--- src/rtl/benes4_crossbar.sv ---
// benes4_crossbar: registered 4x4 Benes permutation network of N-bit words.
//
// Three columns of 2x2 crossbar elements (crbar2) route x1..x4 to y1..y4
// under a 3-bit route code. Each column's elements share one select bit:
// s[2] is column 1, s[1] is column 2 and s[0] is column 3. The eight codes
// alias in pairs, which gives four distinct permutations.
//
// Build option (macro BENES4_PIPE_EN):
//   undefined - columns are combinational, one output register, latency 1.
//   defined   - register after every column, latency 3; the select bits
//               not yet consumed travel with the data.
//
// Ports:
//   clk        system clock, rising edge
//   rst_n      asynchronous active-low reset; clears all state
//   in_valid   x1..x4 and s are meaningful this cycle
//   x1..x4     input lanes, N bits each
//   s          route code {col1, col2, col3}
//   out_valid  y1..y4 hold a routed word set (in_valid delayed by latency)
//   y1..y4     output lanes, N bits each
module benes4_crossbar #(
  parameter int unsigned N = 32
) (
  input  logic         clk,
  input  logic         rst_n,
  input  logic         in_valid,
  input  logic [N-1:0] x1,
  input  logic [N-1:0] x2,
  input  logic [N-1:0] x3,
  input  logic [N-1:0] x4,
  input  logic [2:0]   s,
  output logic         out_valid,
  output logic [N-1:0] y1,
  output logic [N-1:0] y2,
  output logic [N-1:0] y3,
  output logic [N-1:0] y4
);

  // 2x2 element, result packed as {p, q}: c=0 passes, c=1 crosses.
  function automatic logic [2*N-1:0] crbar2(input logic [N-1:0] a,
                                            input logic [N-1:0] b,
                                            input logic         c);
    return c ? {b, a} : {a, b};
  endfunction

  // Column outputs
  logic [N-1:0] w_l0, w_l1, w_l2, w_l3;
  logic [N-1:0] w_m0, w_m1, w_m2, w_m3;
  logic [N-1:0] w_y1, w_y2, w_y3, w_y4;

  // Column 2/3 sources: either straight from the previous column or from
  // the pipeline registers behind it.
  logic [N-1:0] w_c2_a0, w_c2_a1, w_c2_a2, w_c2_a3;
  logic         w_c2_sel;
  logic [N-1:0] w_c3_a0, w_c3_a1, w_c3_a2, w_c3_a3;
  logic         w_c3_sel;
  logic         w_out_valid_d;

  // Column 1
  assign {w_l0, w_l1} = crbar2(x1, x2, s[2]);
  assign {w_l2, w_l3} = crbar2(x3, x4, s[2]);

  // Column 2
  assign {w_m0, w_m1} = crbar2(w_c2_a0, w_c2_a2, w_c2_sel);
  assign {w_m2, w_m3} = crbar2(w_c2_a1, w_c2_a3, w_c2_sel);

  // Column 3
  assign {w_y1, w_y2} = crbar2(w_c3_a0, w_c3_a2, w_c3_sel);
  assign {w_y3, w_y4} = crbar2(w_c3_a1, w_c3_a3, w_c3_sel);

`ifdef BENES4_PIPE_EN
  logic [N-1:0] r_l0, r_l1, r_l2, r_l3;
  logic [1:0]   r_sel_c1;  // s[1:0] still to be applied
  logic         r_v_c1;
  logic [N-1:0] r_m0, r_m1, r_m2, r_m3;
  logic         r_sel_c2;  // s[0] still to be applied
  logic         r_v_c2;

  always_ff @(posedge clk or negedge rst_n) begin
    if (!rst_n) begin
      r_l0     <= '0;
      r_l1     <= '0;
      r_l2     <= '0;
      r_l3     <= '0;
      r_sel_c1 <= '0;
      r_v_c1   <= 1'b0;
      r_m0     <= '0;
      r_m1     <= '0;
      r_m2     <= '0;
      r_m3     <= '0;
      r_sel_c2 <= 1'b0;
      r_v_c2   <= 1'b0;
    end else begin
      r_l0     <= w_l0;
      r_l1     <= w_l1;
      r_l2     <= w_l2;
      r_l3     <= w_l3;
      r_sel_c1 <= s[1:0];
      r_v_c1   <= in_valid;
      r_m0     <= w_m0;
      r_m1     <= w_m1;
      r_m2     <= w_m2;
      r_m3     <= w_m3;
      r_sel_c2 <= r_sel_c1[0];
      r_v_c2   <= r_v_c1;
    end
  end

  assign w_c2_a0       = r_l0;
  assign w_c2_a1       = r_l1;
  assign w_c2_a2       = r_l2;
  assign w_c2_a3       = r_l3;
  assign w_c2_sel      = r_sel_c1[1];
  assign w_c3_a0       = r_m0;
  assign w_c3_a1       = r_m1;
  assign w_c3_a2       = r_m2;
  assign w_c3_a3       = r_m3;
  assign w_c3_sel      = r_sel_c2;
  assign w_out_valid_d = r_v_c2;
`else
  assign w_c2_a0       = w_l0;
  assign w_c2_a1       = w_l1;
  assign w_c2_a2       = w_l2;
  assign w_c2_a3       = w_l3;
  assign w_c2_sel      = s[1];
  assign w_c3_a0       = w_m0;
  assign w_c3_a1       = w_m1;
  assign w_c3_a2       = w_m2;
  assign w_c3_a3       = w_m3;
  assign w_c3_sel      = s[0];
  assign w_out_valid_d = in_valid;
`endif

  // Output register; data is routed even when the slot is not valid.
  logic [N-1:0] r_y1, r_y2, r_y3, r_y4;
  logic         r_out_valid;

  always_ff @(posedge clk or negedge rst_n) begin
    if (!rst_n) begin
      r_y1        <= '0;
      r_y2        <= '0;
      r_y3        <= '0;
      r_y4        <= '0;
      r_out_valid <= 1'b0;
    end else begin
      r_y1        <= w_y1;
      r_y2        <= w_y2;
      r_y3        <= w_y3;
      r_y4        <= w_y4;
      r_out_valid <= w_out_valid_d;
    end
  end

  assign y1        = r_y1;
  assign y2        = r_y2;
  assign y3        = r_y3;
  assign y4        = r_y4;
  assign out_valid = r_out_valid;

endmodule

--- config.mk ---
export PLATFORM = sky130hd
export DESIGN_NAME = benes4_crossbar
export DESIGN_NICKNAME = d
export VERILOG_FILES = /design/src/rtl/benes4_crossbar.sv
export SDC_FILE = /design/constraint.sdc
export NUM_CORES = 1
export LEC_CHECK = 0
export CORE_MARGIN = 5
export CORE_UTILIZATION = 30
export DETAILED_ROUTE_END_ITERATION = 8
export SLEW_MARGIN = 25
export SYNTH_ARGS = -nofsm -noshare
export SYNTH_HDL_FRONTEND = slang
export SYNTH_SLANG_ARGS = --single-unit
--- constraint.sdc ---
create_clock -name clk -period 0.8 [get_ports clk]
set_clock_uncertainty 0.05 [all_clocks]
set_input_delay 0.08 -clock clk [delete_from_list [all_inputs] [get_ports clk]]
set_output_delay 0.08 -clock clk [all_outputs]
set_load 0.03 [all_outputs]
==> metrics.yaml, run 1 <==
outcome:
  status: "finished with violations"
  violations: "negative setup slack"
sta:
  fin_crit_sh_pct: 144
  finalHoldViolations: 0
  tightest_slew_ns: 0.345
  max_freq_mhz: 871
  setup_viol_count_final: 256
  setup_ws_ns: -0.348
  fin_hold_ws_ns: 0.0627
  rsz0062_at_grt: "yes"
  max_slew_margin_pct: 77.0
  slew_viol_final: 0
  fin_crit_ns: 1.15
critical_path:
  start_kind: "input pin"
  cp_data_required_time_ns: 1.03
  cp_cell_sequence: "buf_8 > xnor2_4 > buf_6 > buf_12 > buf_12 > buf_12 > mux4_2"
  cp_max_fo: 6
  crit_type: "input pin to flip-flop"
  crit_arrival_ns: 1.38
  endpoint_kind: "flip-flop"
  cpPeakStageDelay_ns: 0.49
  cpLargestDelayFamily: "buffers and inverters"
  critPathSlowestCell: "mux4_2"
  timing.critical_path.mode_cell: "buf_12"
  crit_buf_inv: 5
final_layout:
  fin_cells: 918
  syn_to_final_growth_pct: 75.3
  layout_common_cells: "buf_6 (157), clkdlybuf4s50_1 (129), dfrtp_1 (129), mux4_2 (128), buf_4 (27)"
  fin_area_mm2: 0.0111
  layout_commonest_cell: "buf_6"
  nets: 764
  drive_gt1_share_pct: 59.3
  diodes: 0
clock_tree:
  tritoncts: "done"
  cts.path.max_buffers: 2
  numCtsBuffers: 17
  cts_sinks: 129
  ctsHtreeMaxLevel: 4
  root_buffer: "clkbuf_16"
  clkTransAtPathRegs_ns: 0.06
run:
  drv_cap: 0
floorplanning:
  chipHeight_um: 155
  dieArea_mm2: 0.0241
  core-area_mm2: 0.0209
  pin_count: 263
  start_util_pct: 30.3
  die_width_um: 155
  num_rows: 53
global_route:
  gr-total-overflow: 0
  grt_pass1_vias: 5187
  grt_pass1_wl_um: 28700
  grt_use_total_pct: 15.4
  grt_antenna_before_repair: 0
  grt_start_max_net_pins: 66
power:
  swShare_pct: 28.8
  p_clk_share_pct: 34.1
  switchingPower_w: 0.00687
  p_int_w: 0.0170
  power_density_mw_per_mm2: 2150
  power_leakage_nw: 4.55
  vdd_ir_drop_max_mv: 0.855
  power_frac_seq_pct: 32.8
  p_comb_share_pct: 33.1
routing:
  viasPerCell: 4.94
  ant_nets: 0
  wl_per_cell_um: 19.3
  first_iter_violations: 174
  drt_wl_total_um: 17800
  drt-pass1-iter-count: 4
  dr_total_vias: 4536
  remaining_drc_errors: 0
placement:
  port_buffers: 262
  place_inst: 842
  place.gp.congestion: 0.815
  dp_hpwl_um: 13000
  place_area_mm2: 0.00930
logic_synthesis:
  synth.cell_area_mm2: 0.00632
  syn-num-nets: 420
  ys_types: 8
  synth_warnings: 0
  ys_ff_latch: 129
  synthCells: 286
  synth_area_per_cell_um2: 22.1
  seq_area_frac_synth_pct: 51.1
min_path:
  hp-class: "input pin to flip-flop"
-- power groups by stage --
stage               registers, W  logic [W]  clock network, W
floorplan                0.00942    0.00211                 0
global placement         0.00778    0.00661                 0
detailed placement       0.00776    0.00670                 0
CTS                      0.00783    0.00812           0.00836
global route             0.00790    0.00831           0.00866
finish                   0.00782    0.00790           0.00813
-- cell usage after synthesis --
library cell | number | share of area (%)
buf_4 | 5 | 0.59
xnor2_1 | 1 | 0.14
buf_2 | 9 | 0.71
dfrtp_1 | 129 | 51
mux4_2 | 128 | 46
buf_1 | 3 | 0.18
clkbuf_1 | 2 | 0.12
buf_6 | 9 | 1.6
-- path summary, 6_finish.rpt --
check,startpoint,end,slack (ns),depth (start not counted)
setup / recovery,s[2],y1[23],-0.35,7
min in group asynchronous,rst_n,y4[12],0.17,3
hold / removal,in_valid,out_valid,0.06,1
max in group asynchronous,rst_n,y2[12],0.04,3
-- state kept, by name (all words and copies together), names as in the netlist --
signal,flops
y2,32
y3,32
y4,32
out_valid,1
y1,32
-- per-stage QoR --
stage	setup WS (ns)	setup TNS (ns)	total power (W)	utilization, %
after floorplan	-0.452	-55.58	0.0115	-
after global placement	-1.12	-133.67	0.0144	44.5
after detailed placement	-1.15	-135.92	0.0145	44.5
after CTS	-0.320	-68.67	0.0243	53.6
after global routing	-0.360	-70.02	0.0249	53.1
final	-0.348	-63.52	0.0239	53.1
-- logic make-up after synthesis --
group | Yosys count | share of synthesized area, %
buf+inv | 28 | 3.21
flops | 129 | 51.1
mux | 128 | 45.6
xor+xnor | 1 | 0.139
-- metal layers --
layer / routed length [um] / global-route usage, % / share of wire [%]
met4: 221 / 4.79 / 1.2
met3: 1410 / 4.81 / 7.9
met2: 9200 / 26.0 / 52
met5: 0 / 0 / 0
met1: 6930 / 19.1 / 39
-- cell type report --
| cell class | instances | area [um^2] |
|---|---|---|
| Fill cell | 1701 | 9800 |
| Timing Repair Buffer | 353 | 3980 |
| Sequential cell | 129 | 3230 |
| Multi-Input combinational cell | 129 | 2910 |
| Clock buffer | 19 | 433 |
| Tap cell | 275 | 344 |
| Clock inverter | 13 | 188 |
-- timing repair --
action	4_1_cts	5_1_grt
buffers inserted	40	14
hold endpoints to repair	129	0
pin swaps	1	1
hold buffers	2	0
resized for setup	202	19
setup endpoints to repair	257	257
gates cloned	6	0
Note: power is estimated with default switching activity, not from simulation.
==> run 2: changes to the inputs <==
--- a/config.mk
+++ b/config.mk
@@ -8,6 +8,7 @@
 export CORE_MARGIN = 5
 export CORE_UTILIZATION = 30
 export DETAILED_ROUTE_END_ITERATION = 8
+export GPL_ROUTABILITY_DRIVEN = 0
 export SLEW_MARGIN = 25
 export SYNTH_ARGS = -nofsm -noshare
 export SYNTH_HDL_FRONTEND = slang
==> results of run 2 <==
No change in the layout: final DEF, timing and power equal those of run 1.
